File: src/rtl/sq_integral_writer.sv
// Squared-integral-image writer: squares raster pixels, keeps a running row sum,
// adds the previous row's integral read back from the cache, and writes the result.
module sq_integral_writer #(
  parameter int unsigned PIX_WIDTH  = 8,
  parameter int unsigned WORD_SIZE  = 32,
  parameter int unsigned IMG_W      = 320,
  parameter int unsigned IMG_H      = 240,
  parameter int unsigned CACHE_ROWS = 32,
  parameter int unsigned X_WIDTH    = 9,
  parameter int unsigned Y_WIDTH    = 5
) (
  input  logic                 clk,
  input  logic                 reset_n,
  input  logic                 pix_valid,
  output logic                 pix_ready,
  input  logic [PIX_WIDTH-1:0] pix_data,
  input  logic                 pix_sof,
  output logic [Y_WIDTH-1:0]   cache_waddrY,
  output logic [X_WIDTH-1:0]   cache_waddrX,
  output logic [WORD_SIZE-1:0] cache_wdata,
  output logic                 cache_we,
  input  logic [WORD_SIZE-1:0] cache_q,
  output logic                 row_done,
  output logic                 frame_done
);

  localparam int unsigned ROW_W = (IMG_H > 1) ? $clog2(IMG_H) : 1;
  localparam int unsigned SQ_W  = 2 * PIX_WIDTH;
  localparam logic [ROW_W-1:0]   ROW_MASK = ROW_W'(CACHE_ROWS - 1);
  localparam logic [X_WIDTH-1:0] X_LAST   = X_WIDTH'(IMG_W - 1);
  localparam logic [ROW_W-1:0]   ROW_LAST = ROW_W'(IMG_H - 1);

  typedef enum logic [2:0] {IDLE, RD, WAIT, CAP, WR} state_t;

  state_t               state;
  logic [X_WIDTH-1:0]   x;
  logic [ROW_W-1:0]     row;
  logic [WORD_SIZE-1:0] rowsum;

  logic                 accept;
  logic [SQ_W-1:0]      sq;
  logic [X_WIDTH-1:0]   x_eff;
  logic [ROW_W-1:0]     row_eff;
  logic [WORD_SIZE-1:0] sum_eff;

  // Start-of-frame restarts position and row sum before the pixel is folded in.
  always_comb begin
    accept  = pix_valid && pix_ready;
    sq      = SQ_W'(pix_data) * SQ_W'(pix_data);
    x_eff   = pix_sof ? '0 : x;
    row_eff = pix_sof ? '0 : row;
    sum_eff = (pix_sof ? '0 : rowsum) + WORD_SIZE'(sq);
  end

  // rowsum already holds rowsum_n from acceptance onward, so WR only advances position.
  always_ff @(posedge clk) begin
    if (!reset_n) begin
      state        <= IDLE;
      x            <= '0;
      row          <= '0;
      rowsum       <= '0;
      pix_ready    <= 1'b0;
      cache_we     <= 1'b0;
      cache_waddrY <= '0;
      cache_waddrX <= '0;
      cache_wdata  <= '0;
      row_done     <= 1'b0;
      frame_done   <= 1'b0;
    end else begin
      cache_we   <= 1'b0;
      row_done   <= 1'b0;
      frame_done <= 1'b0;
      case (state)
        IDLE: begin
          pix_ready <= 1'b1;
          if (accept) begin
            pix_ready    <= 1'b0;
            x            <= x_eff;
            row          <= row_eff;
            rowsum       <= sum_eff;
            cache_waddrX <= x_eff;
            if (row_eff == '0) begin
              cache_waddrY <= '0;
              cache_wdata  <= sum_eff;
              cache_we     <= 1'b1;
              state        <= WR;
            end else begin
              cache_waddrY <= Y_WIDTH'((row_eff - ROW_W'(1)) & ROW_MASK);
              state        <= RD;
            end
          end
        end
        RD:   state <= WAIT;
        WAIT: state <= CAP;
        CAP: begin
          cache_waddrY <= Y_WIDTH'(row & ROW_MASK);
          cache_wdata  <= rowsum + cache_q;
          cache_we     <= 1'b1;
          state        <= WR;
        end
        WR: begin
          pix_ready <= 1'b1;
          state     <= IDLE;
          if (x == X_LAST) begin
            x        <= '0;
            rowsum   <= '0;
            row_done <= 1'b1;
            if (row == ROW_LAST) begin
              row        <= '0;
              frame_done <= 1'b1;
            end else begin
              row <= row + ROW_W'(1);
            end
          end else begin
            x <= x + X_WIDTH'(1);
          end
        end
        default: state <= IDLE;
      endcase
    end
  end

endmodule
File: config.mk
export PLATFORM = sky130hd
export DESIGN_NAME = sq_integral_writer
export DESIGN_NICKNAME = d
export VERILOG_FILES = /design/src/rtl/sq_integral_writer.sv
export SDC_FILE = /design/constraint.sdc
export NUM_CORES = 1
export LEC_CHECK = 0
export BUFFER_PORTS_ARGS = -buffer_cell sky130_fd_sc_hd__clkbuf_2
export CORE_UTILIZATION = 50
export DETAILED_ROUTE_END_ITERATION = 6
export PLACE_DENSITY_LB_ADDON = 0.1
export RECOVER_POWER = 100
export SLEW_MARGIN = 30
export SYNTH_ARGS = -nofsm -noshare
export SYNTH_HDL_FRONTEND = slang
export SYNTH_SLANG_ARGS = --single-unit
export TNS_END_PERCENT = 50
File: constraint.sdc
create_clock -name clk -period 5.3 [get_ports clk]
set_clock_uncertainty 0.15 [all_clocks]
set_input_delay 0 -clock clk [delete_from_list [all_inputs] [get_ports clk]]
set_output_delay 0 -clock clk [all_outputs]
set_load 0.02 [all_outputs]
==> results.yml <==
synth:
  yosys_register_bits: 102
  synth.area.top_cells: "dfxtp_1 (23%), ha_1 (11%), fa_1 (8.5%)"
  async_flop_share_pct: 0
  synth_top_area_share_pct: 22.90
  avgSynthCellArea_um2: 7.876
  syn_nets: 1291
  synthDistinctLibCells: 85
  yosys_most_used_dff: "dfxtp_1"
  synth_area_um2: 8916
  synth_edf_count: 0
  synth_cells: 1132
  ys_warn_count: 0
  ys_seq_area_share_pct: 22.90
  synth_top_cell_by_area: "dfxtp_1"
worst_setup_path:
  reg2reg_slack_ps: 430
  path_common_cell: "fa_1"
  critical_path.max_stage_delay_ps: 550
  worstPathMaxFanout: 4
  timing.rr.end: "cache_wdata[19]"
  critPathCaptureType: "flop"
  cp_cell_sequence: "nor2b_1 > fa_1 > fa_1 > inv_1 > fa_1 > fa_1 > inv_1 > ha_1 > o211ai_1 > a21oi_2 > o21ai_2 > a31oi_1 > a211oi_2 > nor4_1 > or3_1 > a21oi_1"
  crit_type: "reg2reg"
  crit_arrival_ps: 5010
  cpMaxStageDelayCell: "fa_1"
  rr_startpoint: "rowsum[6]"
  r2r_cells: 16
  required_ps: 5450
  startpoint_type: "flop"
clocking:
  cts-buffers-inserted: 9
  clk_pin_slew_worst_paths_ps: 70
  postCtsHoldBufs: 3
  cts_sinks: 102
  cts_post_setup_buffers_inserted: 0
  cts_tree: "built"
  htreeDepth: 3
  cts_root_buf: "clkbuf_16"
  clk_latency_ps: 360
  clockBufferDepth: 2
  cts_resized: 0
pwr:
  p_leak_uw: 0.004099
  powerDensity_nw_per_um2: 308.1
  peakVddDrop_mv: 0.1579
route:
  drtPass1Iterations: 7
  vias: 8264
  routed_via_density: 5.783
  drc: 0
  drt_wl_total_um: 25080
  drtIter0Drc: 512
  drt-wirelength-per-cell_um: 17.55
  postRouteAntennaNets: 0
sta:
  fmax_mhz: 205.5
  fin_tns_setup_ps: 0
  fin_crit_ps: 4866
  relSlewSlack_pct: -56.90
  whs_ps: 23.30
  slew_violations: 44
  rsz0062_at_grt: "false"
  finalHoldViolations: 0
  tightest_slew_ps: 2333
  fin_crit_sh_pct: 91.80
  setup_viol: 0
global_routing:
  antenna_found_initial: 0
  grt_pass1_wl_um: 40680
  overflow: 0
  grt_pass1_vias: 7880
  grt_max_degree: 48
  grt.total_usage_pct: 28.67
placed_design:
  dp_hpwl_um: 18580
  io_buffers: 93
  gp_congestion: 0.9018
finish:
  finalNetCount: 1358
  syn_to_final_growth_pct: 8.953
  final_cell_mix: "nand2_1 (114), nor2_1 (104), a21oi_1 (104), dfxtp_1 (102), inv_1 (85)"
  final_common_cell: "nand2_1"
  n_fill_cell: 1754
  drive_gt1_share_pct: 7.475
  utilization_pct: 55.97
  n_antenna_cell: 0
die:
  core_area_um2: 17360
  rows: 48
  start_util_pct: 51.37
  io_pins: 94
  die_x_um: 135.5
  chipHeight_um: 135.5
  die-area_um2: 18370
hold_path:
  hold_class: "in2reg"
  holdPathStages: 5
  holdPathEnd: "cache_wdata[31]"
  hold_path.startpoint: "cache_q[31]"
status:
  status: "finished, violations left"
  violations: "max-capacitance violations, max-slew violations"
run:
  maxCapViolations: 2
[worst max path at each step]
| stage | start | endpoint | slack [ps] | cells past startpoint |
|---|---|---|---|---|
| floorplan | pix_sof | cache_wdata[21] | 500 | 21 |
| global placement | rowsum[7] | cache_wdata[31] | 560 | 16 |
| detailed placement | rowsum[7] | cache_wdata[27] | 540 | 16 |
| CTS | rowsum[7] | cache_wdata[27] | 480 | 16 |
| global route | rowsum[6] | cache_wdata[19] | 160 | 16 |
| finish | rowsum[6] | cache_wdata[19] | 430 | 16 |
[metrics by stage]
step,worst slack [ps],total power [uW],area [um^2],instances
3_3_place_gp,557.1,2301,9523,1410
5_1_grt,162.8,3219,9714,1429
4_1_cts,484.3,3031,9867,1429
3_5_place_dp,539.3,2305,9523,1410
2_1_floorplan,501.6,1983,8916,1132
6_report,434.4,2993,9714,1429
[synth_stat cells, types with 19 or more instances]
master / count
nor3_1: 20
nand3_1: 34
nor2_1: 104
dfxtp_1: 102
a21oi_1: 104
clkbuf_1: 32
xnor2_1: 33
fa_1: 38
o21ai_0: 53
o21ai_1: 19
nor2b_1: 30
inv_1: 85
nand2_1: 112
and2_1: 19
ha_1: 77
and3_1: 24
xor2_1: 21
[cell families (layout without fill, tap and decap cells)]
group	Yosys count	in the layout	share of synthesized area, %
buffers and inverters	136	208	6.062
AND/OR/NAND/NOR	401	401	21.96
XOR/XNOR	54	54	5.305
multiplexers	7	7	0.7999
flip-flops	102	102	22.90
AO/OA/AOI/OAI	317	317	23.63
adder cells (fa/ha/maj)	115	115	19.34
[metal layers]
metal	wire length [um]	GRT usage (%)	vias to the layer above	share of wire (%)
li1	-	-	4132	-
met2	11630	47.07	235	46
met5	0	0	-	0
met3	1206	3.442	39	4.8
met1	11560	37.93	3858	46
met4	684	12.05	0	2.7
[final cells by class]
cell class | count | area (um^2) | share of cell area, %
Clock inverter | 7 | 88.84 | 0.9145
Clock buffer | 9 | 225.2 | 2.318
Sequential cell | 102 | 2042 | 21.02
Timing Repair Buffer | 106 | 500.5 | 5.152
Multi-Input combinational cell | 894 | 6254 | 64.37
Tap cell | 225 | 281.5 | 2.898
Inverter | 86 | 322.8 | 3.323
[worst max-delay path: cells and delay by family, from the launching register on]
family	cells	cell delay (ps)
adder cells (fa/ha/maj)	5	2310
buffers and inverters	2	90
AND/OR/NAND/NOR	3	620
flip-flops	1	360
AO/OA/AOI/OAI	6	1280
[state kept, by name, indices dropped and copies added, names as in the netlist]
name          count
cache_wdata      32
rowsum           32
frame_done        1
cache_waddrX      9
row_done          1
cache_we          1
pix_ready         1
state             3
x                 9
row               8
cache_waddrY      5
[where the power goes]
part | switching [uW] | total [uW] | internal, uW
Clock | 335 | 712 | 377
Combinational | 860 | 1420 | 557
Sequential | 41.7 | 864 | 823
Total | 1240 | 2990 | 1760
Note: power is estimated with default switching activity, not from simulation.
